===== config.mk =====
export PLATFORM = sky130hd
export DESIGN_NAME = combo_input_decoder
export DESIGN_NICKNAME = d
export VERILOG_FILES = /design/src/rtl/combo_input_decoder.sv
export SDC_FILE = /design/constraint.sdc
export NUM_CORES = 1
export LEC_CHECK = 0
export BUFFER_PORTS_ARGS = -buffer_cell sky130_fd_sc_hd__buf_4
export CAP_MARGIN = 10
export CORE_UTILIZATION = 50
export DETAILED_ROUTE_END_ITERATION = 8
export HOLD_SLACK_MARGIN = 0.02
export PLACE_DENSITY_LB_ADDON = 0.05
export SLEW_MARGIN = 30
export SYNTH_ARGS = -nofsm -noshare
export SYNTH_HDL_FRONTEND = slang
export SYNTH_SLANG_ARGS = --single-unit

===== constraint.sdc =====
create_clock -name clk_i -period 2.3 [get_ports clk_i]
set_input_delay 0.46 -clock clk_i [delete_from_list [all_inputs] [get_ports clk_i]]
set_output_delay 0.46 -clock clk_i [all_outputs]
set_load 0.02 [all_outputs]

===== src/rtl/combo_input_decoder.sv =====
// ---------------------------------------------------------------------------
// combo_input_decoder
//
// Turns one player's debounced button pulses into fighter actions. LEFT and
// RIGHT become FORWARD and BACK according to the direction the fighter faces.
// The last two direction tokens are kept in a short timed history. Each
// PUNCH or KICK becomes either a basic attack or a special move, and the
// result goes to the fighter FSM over a valid/ack handshake.
//
// Parameters
//   GAP_W    width of the inter-token gap counter
//   GAP_MAX  max cycles between consecutive tokens of a sequence (>= 2)
//
// Ports
//   clk_i           system clock, rising edge
//   reset_i         synchronous active-high reset
//   btn_left_i      one-cycle debounced LEFT pulse
//   btn_right_i     one-cycle debounced RIGHT pulse
//   btn_down_i      one-cycle debounced DOWN pulse
//   btn_punch_i     one-cycle debounced PUNCH pulse
//   btn_kick_i      one-cycle debounced KICK pulse
//   facing_right_i  1 = fighter faces right (sampled with the direction pulse)
//   action_ack_i    fighter FSM consumed the pending action
//   action_valid_o  an action is pending
//   action_code_o   1 PUNCH, 2 KICK, 4 FIREBALL, 5 UPPERCUT, 6 SWEEP, 0 idle
//   drop_cnt_o      saturating count of attacks lost while an action pended
//
// States
//   ST_IDLE    | no action pending; an accepted attack is resolved and latched
//   ST_PENDING | action held on the outputs until acknowledged
// ---------------------------------------------------------------------------
module combo_input_decoder #(
    parameter int               GAP_W   = 24,
    parameter logic [GAP_W-1:0] GAP_MAX = 24'd2_500_000
) (
    input  logic       clk_i,
    input  logic       reset_i,
    input  logic       btn_left_i,
    input  logic       btn_right_i,
    input  logic       btn_down_i,
    input  logic       btn_punch_i,
    input  logic       btn_kick_i,
    input  logic       facing_right_i,
    input  logic       action_ack_i,
    output logic       action_valid_o,
    output logic [2:0] action_code_o,
    output logic [7:0] drop_cnt_o
);

    typedef enum logic [1:0] {
        DIR_DOWN = 2'd0,
        DIR_FWD  = 2'd1,
        DIR_BACK = 2'd2
    } dir_e;

    typedef enum logic {
        ST_IDLE    = 1'b0,
        ST_PENDING = 1'b1
    } state_e;

    localparam logic [2:0] CODE_NONE     = 3'd0;
    localparam logic [2:0] CODE_PUNCH    = 3'd1;
    localparam logic [2:0] CODE_KICK     = 3'd2;
    localparam logic [2:0] CODE_FIREBALL = 3'd4;
    localparam logic [2:0] CODE_UPPERCUT = 3'd5;
    localparam logic [2:0] CODE_SWEEP    = 3'd6;

    localparam logic [GAP_W-1:0] AGE_ZERO = '0;
    localparam logic [GAP_W-1:0] AGE_ONE  = GAP_W'(1);
    localparam logic [7:0]       DROP_MAX = 8'hFF;

    // Registered state
    state_e           state_q,  state_d;
    logic             valid_q,  valid_d;
    logic [2:0]       code_q,   code_d;
    logic [7:0]       drop_q,   drop_d;
    dir_e             h0_q,     h0_d;
    dir_e             h1_q,     h1_d;
    logic             h0_v_q,   h0_v_d;
    logic             h1_v_q,   h1_v_d;
    logic [GAP_W-1:0] age_q,    age_d;

    // Token decode
    logic fwd_raw;
    logic back_raw;
    logic tok_p;
    logic tok_k;
    logic tok_down;
    logic tok_fwd;
    logic tok_back;
    logic tok_dir;
    logic tok_atk;
    dir_e dir_new;

    // History qualification and attack resolution
    logic       expired;
    logic       h0_live;
    logic       h1_live;
    logic       both_live;
    logic [2:0] atk_code;

    // Facing-relative mapping: the raw button that points toward the
    // opponent is FORWARD.
    always_comb begin
        fwd_raw  = facing_right_i ? btn_right_i : btn_left_i;
        back_raw = facing_right_i ? btn_left_i  : btn_right_i;
    end

    // One token per cycle, priority P > K > DOWN > FWD > BACK. Losers are
    // simply discarded.
    always_comb begin
        tok_p    = btn_punch_i;
        tok_k    = btn_kick_i & ~btn_punch_i;
        tok_down = btn_down_i & ~btn_punch_i & ~btn_kick_i;
        tok_fwd  = fwd_raw & ~btn_punch_i & ~btn_kick_i & ~btn_down_i;
        tok_back = back_raw & ~btn_punch_i & ~btn_kick_i & ~btn_down_i & ~fwd_raw;
        tok_dir  = tok_down | tok_fwd | tok_back;
        tok_atk  = tok_p | tok_k;
        if (tok_down) begin
            dir_new = DIR_DOWN;
        end else if (tok_fwd) begin
            dir_new = DIR_FWD;
        end else begin
            dir_new = DIR_BACK;
        end
    end

    // age == GAP_MAX means the newest entry is GAP_MAX+1 cycles old. That is
    // already outside the window, even if a token arrives in this very cycle
    // and so prevents the timeout clear.
    always_comb begin
        expired   = (age_q == GAP_MAX);
        h0_live   = h0_v_q & ~expired;
        h1_live   = h1_v_q & ~expired;
        both_live = h0_live & h1_live;
    end

    always_comb begin
        atk_code = CODE_NONE;
        if (tok_p) begin
            if (both_live && h0_q == DIR_DOWN && h1_q == DIR_FWD) begin
                atk_code = CODE_FIREBALL;
            end else if (both_live && h0_q == DIR_FWD && h1_q == DIR_DOWN) begin
                atk_code = CODE_UPPERCUT;
            end else begin
                atk_code = CODE_PUNCH;
            end
        end else if (tok_k) begin
            if (both_live && h0_q == DIR_DOWN && h1_q == DIR_BACK) begin
                atk_code = CODE_SWEEP;
            end else begin
                atk_code = CODE_KICK;
            end
        end
    end

    // Direction history and gap timer
    always_comb begin
        h0_d   = h0_q;
        h1_d   = h1_q;
        h0_v_d = h0_v_q;
        h1_v_d = h1_v_q;
        age_d  = age_q;

        if (tok_dir) begin
            // Shift. An expired H1 must not survive into H0.
            h0_d   = h1_q;
            h0_v_d = h1_live;
            h1_d   = dir_new;
            h1_v_d = 1'b1;
            age_d  = AGE_ZERO;
        end else if (tok_atk) begin
            age_d = AGE_ZERO;
            // A resolved attack consumes the history. A dropped attack leaves
            // it in place so a combo can be entered while the fighter is busy.
            if (state_q == ST_IDLE) begin
                h0_v_d = 1'b0;
                h1_v_d = 1'b0;
            end
        end else if (h0_v_q || h1_v_q) begin
            if (expired) begin
                h0_v_d = 1'b0;
                h1_v_d = 1'b0;
                age_d  = AGE_ZERO;
            end else begin
                age_d = age_q + AGE_ONE;
            end
        end
    end

    // Handshake FSM with registered outputs
    always_comb begin
        state_d = state_q;
        valid_d = valid_q;
        code_d  = code_q;
        drop_d  = drop_q;

        case (state_q)
            ST_IDLE: begin
                if (tok_atk) begin
                    state_d = ST_PENDING;
                    valid_d = 1'b1;
                    code_d  = atk_code;
                end
            end
            ST_PENDING: begin
                // An attack in the same cycle as the ack is still a drop.
                // The slot frees only on the next edge.
                if (tok_atk && drop_q != DROP_MAX) begin
                    drop_d = drop_q + 8'd1;
                end
                if (action_ack_i) begin
                    state_d = ST_IDLE;
                    valid_d = 1'b0;
                    code_d  = CODE_NONE;
                end
            end
            default: begin
                state_d = ST_IDLE;
                valid_d = 1'b0;
                code_d  = CODE_NONE;
            end
        endcase
    end

    always_ff @(posedge clk_i) begin
        if (reset_i) begin
            state_q <= ST_IDLE;
            valid_q <= 1'b0;
            code_q  <= CODE_NONE;
            drop_q  <= 8'd0;
            h0_q    <= DIR_DOWN;
            h1_q    <= DIR_DOWN;
            h0_v_q  <= 1'b0;
            h1_v_q  <= 1'b0;
            age_q   <= AGE_ZERO;
        end else begin
            state_q <= state_d;
            valid_q <= valid_d;
            code_q  <= code_d;
            drop_q  <= drop_d;
            h0_q    <= h0_d;
            h1_q    <= h1_d;
            h0_v_q  <= h0_v_d;
            h1_v_q  <= h1_v_d;
            age_q   <= age_d;
        end
    end

    assign action_valid_o = valid_q;
    assign action_code_o  = code_q;
    assign drop_cnt_o     = drop_q;

endmodule


==> results of run 1 <==
state kept, by name, indices dropped and copies added (netlist names):
| signal | cells |
|---|---|
| age_q | 24 |
| drop_cnt_o | 8 |
| action_code_o | 3 |
| h0_q | 2 |
| h1_q | 2 |
| action_valid_o | 1 |
| h0_v_q | 1 |
| h1_v_q | 1 |
| state_q | 1 |
power groups by stage:
stage / combinational [W] / clock (W) / sequential [W]
floorplan: 0.0000541 / 0 / 0.000792
global placement: 0.0000925 / 0 / 0.000789
detailed placement: 0.0000935 / 0 / 0.000790
CTS: 0.0000940 / 0.000482 / 0.000772
global route: 0.000104 / 0.000511 / 0.000775
finish: 0.0000932 / 0.000464 / 0.000772
per-layer routing:
| layer | global-route usage (%) | up-vias | part of all wire, % |
|---|---|---|---|
| li1 | - | 988 | - |
| met3 | 6.59 | 5 | 3.7 |
| met4 | 9.31 | 0 | 1.3 |
| met1 | 31.9 | 874 | 53 |
| met2 | 27.6 | 33 | 42 |
| met5 | 0 | - | 0 |
cells in the final DEF (no fill, tap or decap), types with 2 or more instances in the layout:
master and count:
or4_1 7, and4_1 2, nor2_1 31, clkbuf_1 2
clkbuf_8 5, o211ai_1 2, nand4_1 8, xnor2_1 7
nand3_1 13, inv_1 7, ha_1 3, o21ai_0 16
nor4_1 2, nand2_1 14, a21oi_1 25, buf_4 24
o31ai_1 7, nand2b_1 2, or3_1 11, nor3_1 4
mux2i_1 3, dfxtp_1 43, xor2_1 5, nor4b_1 3
layout make-up:
class | instances | share of cell area (%)
Tap cell | 50 | 2.59
Clock inverter | 1 | 0.207
Timing Repair Buffer | 24 | 7.45
Clock buffer | 7 | 3.15
Inverter | 7 | 1.09
Sequential cell | 43 | 35.6
Multi-Input combinational cell | 194 | 49.9
cells by family (layout without fill, tap and decap cells):
logic type / count (synthesis) / count (layout)
and+or+nand+nor: 113 / 113
AOI/OAI and AO/OA: 62 / 62
DFF: 43 / 43
buffers and inverters: 19 / 39
xor gates and xnor gates: 12 / 12
muxes: 4 / 4
adders and majority gates: 3 / 3
worst paths after layout:
kind,startpoint,to,slack (ns),cells past startpoint
max,age_q[3],age_q[20],0.30,4
min,btn_down_i,h1_q[1],0.37,2
min reg2reg,action_code_o[2],action_code_o[2],0.48,2
max reg2reg,age_q[3],age_q[20],0.30,4
per-stage QoR:
step	utilization, %	cells	power (W)	setup WS, ns
after floorplan	-	256	0.000846	0.392
after global placement	57.6	318	0.000881	0.397
after detailed placement	57.6	318	0.000883	0.359
after CTS	59.6	326	0.00135	0.313
after global routing	59.6	326	0.00139	0.200
final	59.6	326	0.00133	0.301
==> results.ini, run 1 <==
[status]
status=completed

[yosys]
synthAdderAreaFrac_pct=1.75
synthTopCellsByArea=dfxtp_1 40%, a21oi_1 5.8%, nor2_1 5.4%
ys_types=53
synth_flop_cell=dfxtp_1
synthTopCellsByCount=43 x dfxtp_1, 31 x nor2_1, 25 x a21oi_1
syn_avg_cell_area_um2=8.38
syn_area_um2=2140
synth_compound_area_share_pct=17.8
synth_top_family_by_area=simple AND/OR/NAND/NOR gates
synth_seq_cells=43
synth.most_common_cell=dfxtp_1
synth-seq-area-share_pct=40.1
synth_xor_area_share_pct=4.90
synth_simple_gate_area_share_pct=29.8
synth_top_area_share_pct=40.1
yosysWarnings=0
synth_nets=268
async_flop_share_pct=0
synthMuxAreaShare_pct=1.93
synth-edff-count=0
yosys.area.top_type=dfxtp_1
synth_cells=256

[critical_path]
path_cells=nand4_1 > or4_1 > or4_4 > a21oi_2
worstPathRequired_ns=2.54
cp_data_arrival_time_ns=2.24
crit_type=flip-flop to flip-flop
critPathMaxFanout=8
slowest_stage=or4_1
path_buf_inv=0
max_stage_delay_ns=0.65
endpoint_kind=flip-flop
crit_family=simple AND/OR/NAND/NOR gates
startpoint_type=flip-flop

[timing]
fin_setup_tns_ns=0
tightest_slew_ns=0.426
fin_skew_ns=0.00494
period_share_pct=86.9
whs_ns=0.375
rsz0062_at_grt=false
setup_viol=0
max_freq_mhz=500
slew_violations=0
fin_crit_ns=2.00
final_hold_viol_count=0
slew_headroom_pct=71.4

[clocking]
htree_levels=2
clk_pin_slew_ns=0.08
cts_sinks=43
root_buffer=clkbuf_8
cts_inserted_buffers=5
cts.repair.resized=0
clockBufferDepth=2
postCtsHoldBufs=0
clk_latency_ns=0.30
cts_tree=yes
postCtsSetupBuffers=0

[cells_and_area]
multi_input_area_um2=1210
area_growth_syn_to_layout_pct=12.8
antenna_cells=0
regArea_um2=861
nets=287
nFillCells=382
final_area_um2=2420
layout-drive-gt1-share_pct=14.9

[placed_design]
port_buffers=20
dpl_cell_area_um2=2340
gp_congestion=0.813
dpl.hpwl_um=3070

[pwr]
ir_drop_v=0.000295
p_switching_w=0.000317
p_leak_nw=0.774
internal_power_w=0.00101
swShare_pct=23.8
seqPwrFrac_pct=58.1
p_per_area_nw_per_um2=549
p_clk_share_pct=34.9
combPwrFrac_pct=7.0

[floorplanning]
die_area_um2=4550
dieHeight_um=67.5
start_util_pct=52.9
die_w_um=67.5
coreArea_um2=4060
placementRows=23
ios=21

[global_route]
overflow=0
track_usage_pct=21.5
grt_pass1_vias=1532
antenna_found_initial=0
grt_pass1_wl_um=7210
grt_max_degree=22

[route]
wl_per_cell_um=13.6
dr.pass1.iters=4
vias_per_cell=5.83
wl_um=4440
ant_nets=0
detail_route.iter0.violations=108
drc=0
dr_total_vias=1900

[job]
cap_violations=0

[worst_hold_path]
hold_class=input pin to flip-flop

Note: power is estimated with default switching activity, not from simulation.
==> inputs of run 2 (changes only) <==
--- a/config.mk
+++ b/config.mk
@@ -5,10 +5,10 @@
 export SDC_FILE = /design/constraint.sdc
 export NUM_CORES = 1
 export LEC_CHECK = 0
-export BUFFER_PORTS_ARGS = -buffer_cell sky130_fd_sc_hd__buf_4
 export CAP_MARGIN = 10
 export CORE_UTILIZATION = 50
 export DETAILED_ROUTE_END_ITERATION = 8
+export DONT_BUFFER_PORTS = 1
 export HOLD_SLACK_MARGIN = 0.02
 export PLACE_DENSITY_LB_ADDON = 0.05
 export SLEW_MARGIN = 30
==> results.ini, run 2 (synthesis gave the netlist of run 1 again) <==
[status]
status=completed

[timing]
fin_crit_ns=1.96
slew_violations=0
rsz0062_at_grt=false
period_share_pct=85.2
final_hold_viol_count=0
slew_headroom_pct=71.5
setup_viol=0
max_freq_mhz=510
fin_skew_ns=0.00369
fin_setup_tns_ns=0
tightest_slew_ns=0.425

[clocking]
postCtsHoldBufs=0
postCtsSetupBuffers=0
cts_sinks=43
htree_levels=2
cts_tree=yes
root_buffer=clkbuf_8
cts.repair.resized=0
clockBufferDepth=2
clk_latency_ns=0.29
cts_inserted_buffers=5
clk_pin_slew_ns=0.08

[placed_design]
gp_congestion=0.795
port_buffers=0
dpl.hpwl_um=3070
dp.cells=299

[job]
cap_violations=0

[pwr]
ir_drop_v=0.000242
p_switching_w=0.000296
combPwrFrac_pct=4.0
seqPwrFrac_pct=60.6
swShare_pct=22.9
p_per_area_nw_per_um2=567
p_leak_nw=0.677
p_clk_share_pct=35.4
internal_power_w=0.000995

[route]
detail_route.iter0.violations=136
ant_nets=0
dr.pass1.iters=4
wl_um=4260
dr_total_vias=1804
wl_per_cell_um=13.9
vias_per_cell=5.88
drc=0

[cells_and_area]
mostFrequentLayoutCell=dfxtp_1
nets=268
final_cell_mix=43 x dfxtp_1, 31 x nor2_1, 25 x a21oi_1, 16 x o21ai_0, 14 x nand2_1
largest_register_ff_count=24
finalNonFillerCells=307
layout-drive-gt1-share_pct=8.56
antenna_cells=0
largest-register=age_q
nFillCells=405
area_growth_syn_to_layout_pct=6.18

[worst_hold_path]
min_to=h0_v_q
hold_class=input pin to flip-flop
hp-start=reset_i
worstHoldPathCells=1

[floorplanning]
die_w_um=67.5
placementRows=23
dieHeight_um=67.5
start_util_pct=52.9
coreArea_um2=4060
ios=21
die_area_um2=4550

[critical_path]
rr_endpoint=age_q[17]
crit_family=simple AND/OR/NAND/NOR gates
worst_r2r_startpoint=h1_v_q
startpoint_type=flip-flop
worstPathRequired_ns=2.52
max_stage_delay_ns=0.59
reg2reg_slack_ns=0.34
critPathMaxFanout=9
reg2reg_depth=4
path_buf_inv=0
path_cells=o2111a_2 > or4b_1 > or3_1 > a21oi_1
endpoint_kind=flip-flop
crit_type=flip-flop to flip-flop
slowest_stage=or4b_1
cp_data_arrival_time_ns=2.18

[global_route]
antenna_found_initial=0
grt_pass1_wl_um=7450
track_usage_pct=21.4
grt_max_degree=22
grt_pass1_vias=1642
overflow=0

run 2: worst max path at each step:
stage | slack, ns | endpoint | cells after the start | startpoint
floorplan | 0.39 | age_q[20] | 6 | age_q[0]
global placement | 0.40 | age_q[20] | 5 | age_q[0]
detailed placement | 0.35 | age_q[20] | 5 | age_q[0]
CTS | 0.33 | age_q[17] | 4 | h1_v_q
global route | 0.18 | age_q[20] | 5 | age_q[0]
finish | 0.34 | age_q[17] | 4 | h1_v_q
run 2: final cells by class:
cell class	count	area [um2]	area share, %
multi-input cells	194	1210	53.1
well taps	50	62.6	2.75
clock inverters	1	5.00	0.220
flip-flops and latches	43	861	37.8
repair buffers	5	37.5	1.65
clock buffers	7	76.3	3.35
inverters	7	26.3	1.15
run 2: worst register-to-register path: cells and delay by family (launching register included):
family / cells / cell delay, ns
AND/OR/NAND/NOR: 2 / 0.94
flip-flops: 1 / 0.48
AO/OA/AOI/OAI: 2 / 0.48
run 2: power by group through the flow:
stage	registers [W]	logic [W]	clock network (W)
detailed placement	0.000799	0.0000524	0
global route	0.000785	0.0000597	0.000510
CTS	0.000782	0.0000524	0.000476
finish	0.000782	0.0000518	0.000458
floorplan	0.000792	0.0000541	0
global placement	0.000799	0.0000516	0
run 2: routing by layer:
layer,wire [um],GRT usage (%),part of all wire (%),up-vias
met3,129,4.73,3.0,5
met5,0,0,0,-
met2,1790,29.5,42,19
met1,2310,32.4,54,827
met4,35,6.38,0.82,0
li1,-,-,-,953
run 2: per-stage QoR:
step                      setup WS, ns  hold slack [ns]  area, um2  total power [W]  util, %
final                            0.341            0.227       2280          0.00129     56.1
after floorplan                  0.392            0.446       2140         0.000846        -
after global placement           0.403            0.483       2200         0.000851     54.1
after global routing             0.179            0.211       2280          0.00135     56.1
after detailed placement         0.345            0.478       2200         0.000852     54.1
after CTS                        0.330            0.216       2280          0.00131     56.1
==> inputs of run 3 (changes only) <==
--- a/config.mk
+++ b/config.mk
@@ -7,10 +7,12 @@
 export LEC_CHECK = 0
 export CAP_MARGIN = 10
 export CORE_UTILIZATION = 50
+export CTS_BUF_LIST = sky130_fd_sc_hd__clkbuf_8
 export DETAILED_ROUTE_END_ITERATION = 8
 export DONT_BUFFER_PORTS = 1
 export HOLD_SLACK_MARGIN = 0.02
-export PLACE_DENSITY_LB_ADDON = 0.05
+export PLACE_DENSITY = 0.73
+export RECOVER_POWER = 50
 export SLEW_MARGIN = 30
 export SYNTH_ARGS = -nofsm -noshare
 export SYNTH_HDL_FRONTEND = slang
==> results.ini, run 3 (synthesis gave the netlist of run 1 again) <==
[pwr]
p_switching_w=0.000294
ir_drop_v=0.000443
combPwrFrac_pct=3.8
seqPwrFrac_pct=59.7
internal_power_w=0.00102
p_clk_share_pct=36.5
p_leak_nw=0.670
p_per_area_nw_per_um2=578
power.total_w=0.00131
swShare_pct=22.5

[worst_hold_path]
hold_class=input pin to flip-flop

[cells_and_area]
final_area_um2=2270
nets=267
largest_register_ff_count=24
largest-register=age_q
antenna_cells=0
final_cell_mix=43 x dfxtp_1, 31 x nor2_1, 25 x a21oi_1, 16 x o21ai_0, 14 x nand2_1
mostFrequentLayoutCell=dfxtp_1
layout-drive-gt1-share_pct=7.84
area_growth_syn_to_layout_pct=5.78

[placed_design]
pre_cts_ws_ns=0.354
dpl.hpwl_um=3100
port_buffers=0
dpl_cell_area_um2=2190
gp_congestion=0.807

[timing]
period_share_pct=86.7
fin_skew_ns=0.00417
fin_setup_tns_ns=0
max_freq_mhz=501
slew_headroom_pct=69.1
setup_ws_ns=0.305
slew_violations=0
final_hold_viol_count=0
tightest_slew_ns=0.463
rsz0062_at_grt=false
fin_crit_ns=1.99
setup_viol=0

[global_route]
track_usage_pct=20.3
grt_pass1_vias=1587
grt_max_degree=22
overflow=0
antenna_found_initial=0
grt_pass1_wl_um=7130

[route]
wl_per_cell_um=14.0
wl_um=4280
dr_total_vias=1856
dr.pass1.iters=4
vias_per_cell=6.09
detail_route.iter0.violations=121
drc=0
ant_nets=0

[critical_path]
worstPathRequired_ns=2.49
cp_data_arrival_time_ns=2.18
crit_type=flip-flop to flip-flop
startpoint_type=flip-flop
endpoint_kind=flip-flop
critPathMaxFanout=12

[clocking]
cts_tree=yes
clockBufferDepth=2
cts_inserted_buffers=5
cts_sinks=43
clk_latency_ns=0.29
clk_pin_slew_ns=0.08
cts.repair.resized=0
postCtsHoldBufs=0
postCtsSetupBuffers=0
htree_levels=2
root_buffer=clkbuf_8

[floorplanning]
die_w_um=67.5
die_area_um2=4550
placementRows=23
dieHeight_um=67.5
ios=21
coreArea_um2=4060
start_util_pct=52.9

[job]
cap_violations=0

[status]
status=completed

-- run 3: changes by cell type in the layout (fill, tap and decap cells not counted) --
cell	previous run	this run
clkbuf_8	5	6
o311ai_1	1	0
o311ai_0	0	1
buf_4	5	2
-- run 3: metrics by stage --
step	std cells	hold WS (ns)	utilization [%]
final	305	0.231	55.9
after global routing	305	0.220	55.9
after CTS	305	0.222	56.1
after detailed placement	298	0.480	53.9
after global placement	298	0.470	53.9
after floorplan	256	0.446	-
-- run 3: power by group through the flow --
stage	registers (W)	logic, W	clock network [W]
finish	0.000782	0.0000501	0.000478
global route	0.000785	0.0000578	0.000511
CTS	0.000782	0.0000515	0.000492
detailed placement	0.000800	0.0000514	0
global placement	0.000799	0.0000508	0
floorplan	0.000792	0.0000541	0
-- run 3: cell type report --
| class | count | area, um2 |
|---|---|---|
| clock inverter | 1 | 5.00 |
| sequential | 43 | 861 |
| multi-input combinational | 194 | 1210 |
| inverter | 7 | 26.3 |
| tap | 50 | 62.6 |
| timing repair buffer | 4 | 22.5 |
| clock buffer | 6 | 82.6 |
| fill | 383 | 1790 |
-- run 3: path summary, 6_finish.rpt --
kind | startpoint | end | slack (ns) | depth (start not counted)
max | drop_cnt_o[0] | drop_cnt_o[1] | 0.31 | 6
min | reset_i | drop_cnt_o[2] | 0.23 | 1
max reg2reg | drop_cnt_o[0] | drop_cnt_o[1] | 0.31 | 6
min reg2reg | age_q[23] | age_q[23] | 0.49 | 2
-- run 3: worst max-delay path, stage by stage, from the launching register on --
cell and delay (ns):
dfxtp_1 0.51, ha_1 0.25, nand2_1 0.09, o311ai_0 0.34
clkbuf_1 0.42, mux2i_1 0.24, nor2_1 0.05
-- run 3: per-layer routing --
metal  GRT usage, %  vias to the layer above  share of wire, %
li1               -                      940                 -
met3           4.56                        2               3.3
met4           5.59                        0              0.30
met1           28.6                      883                51
met5              0                        -                 0
met2           30.8                       31                45
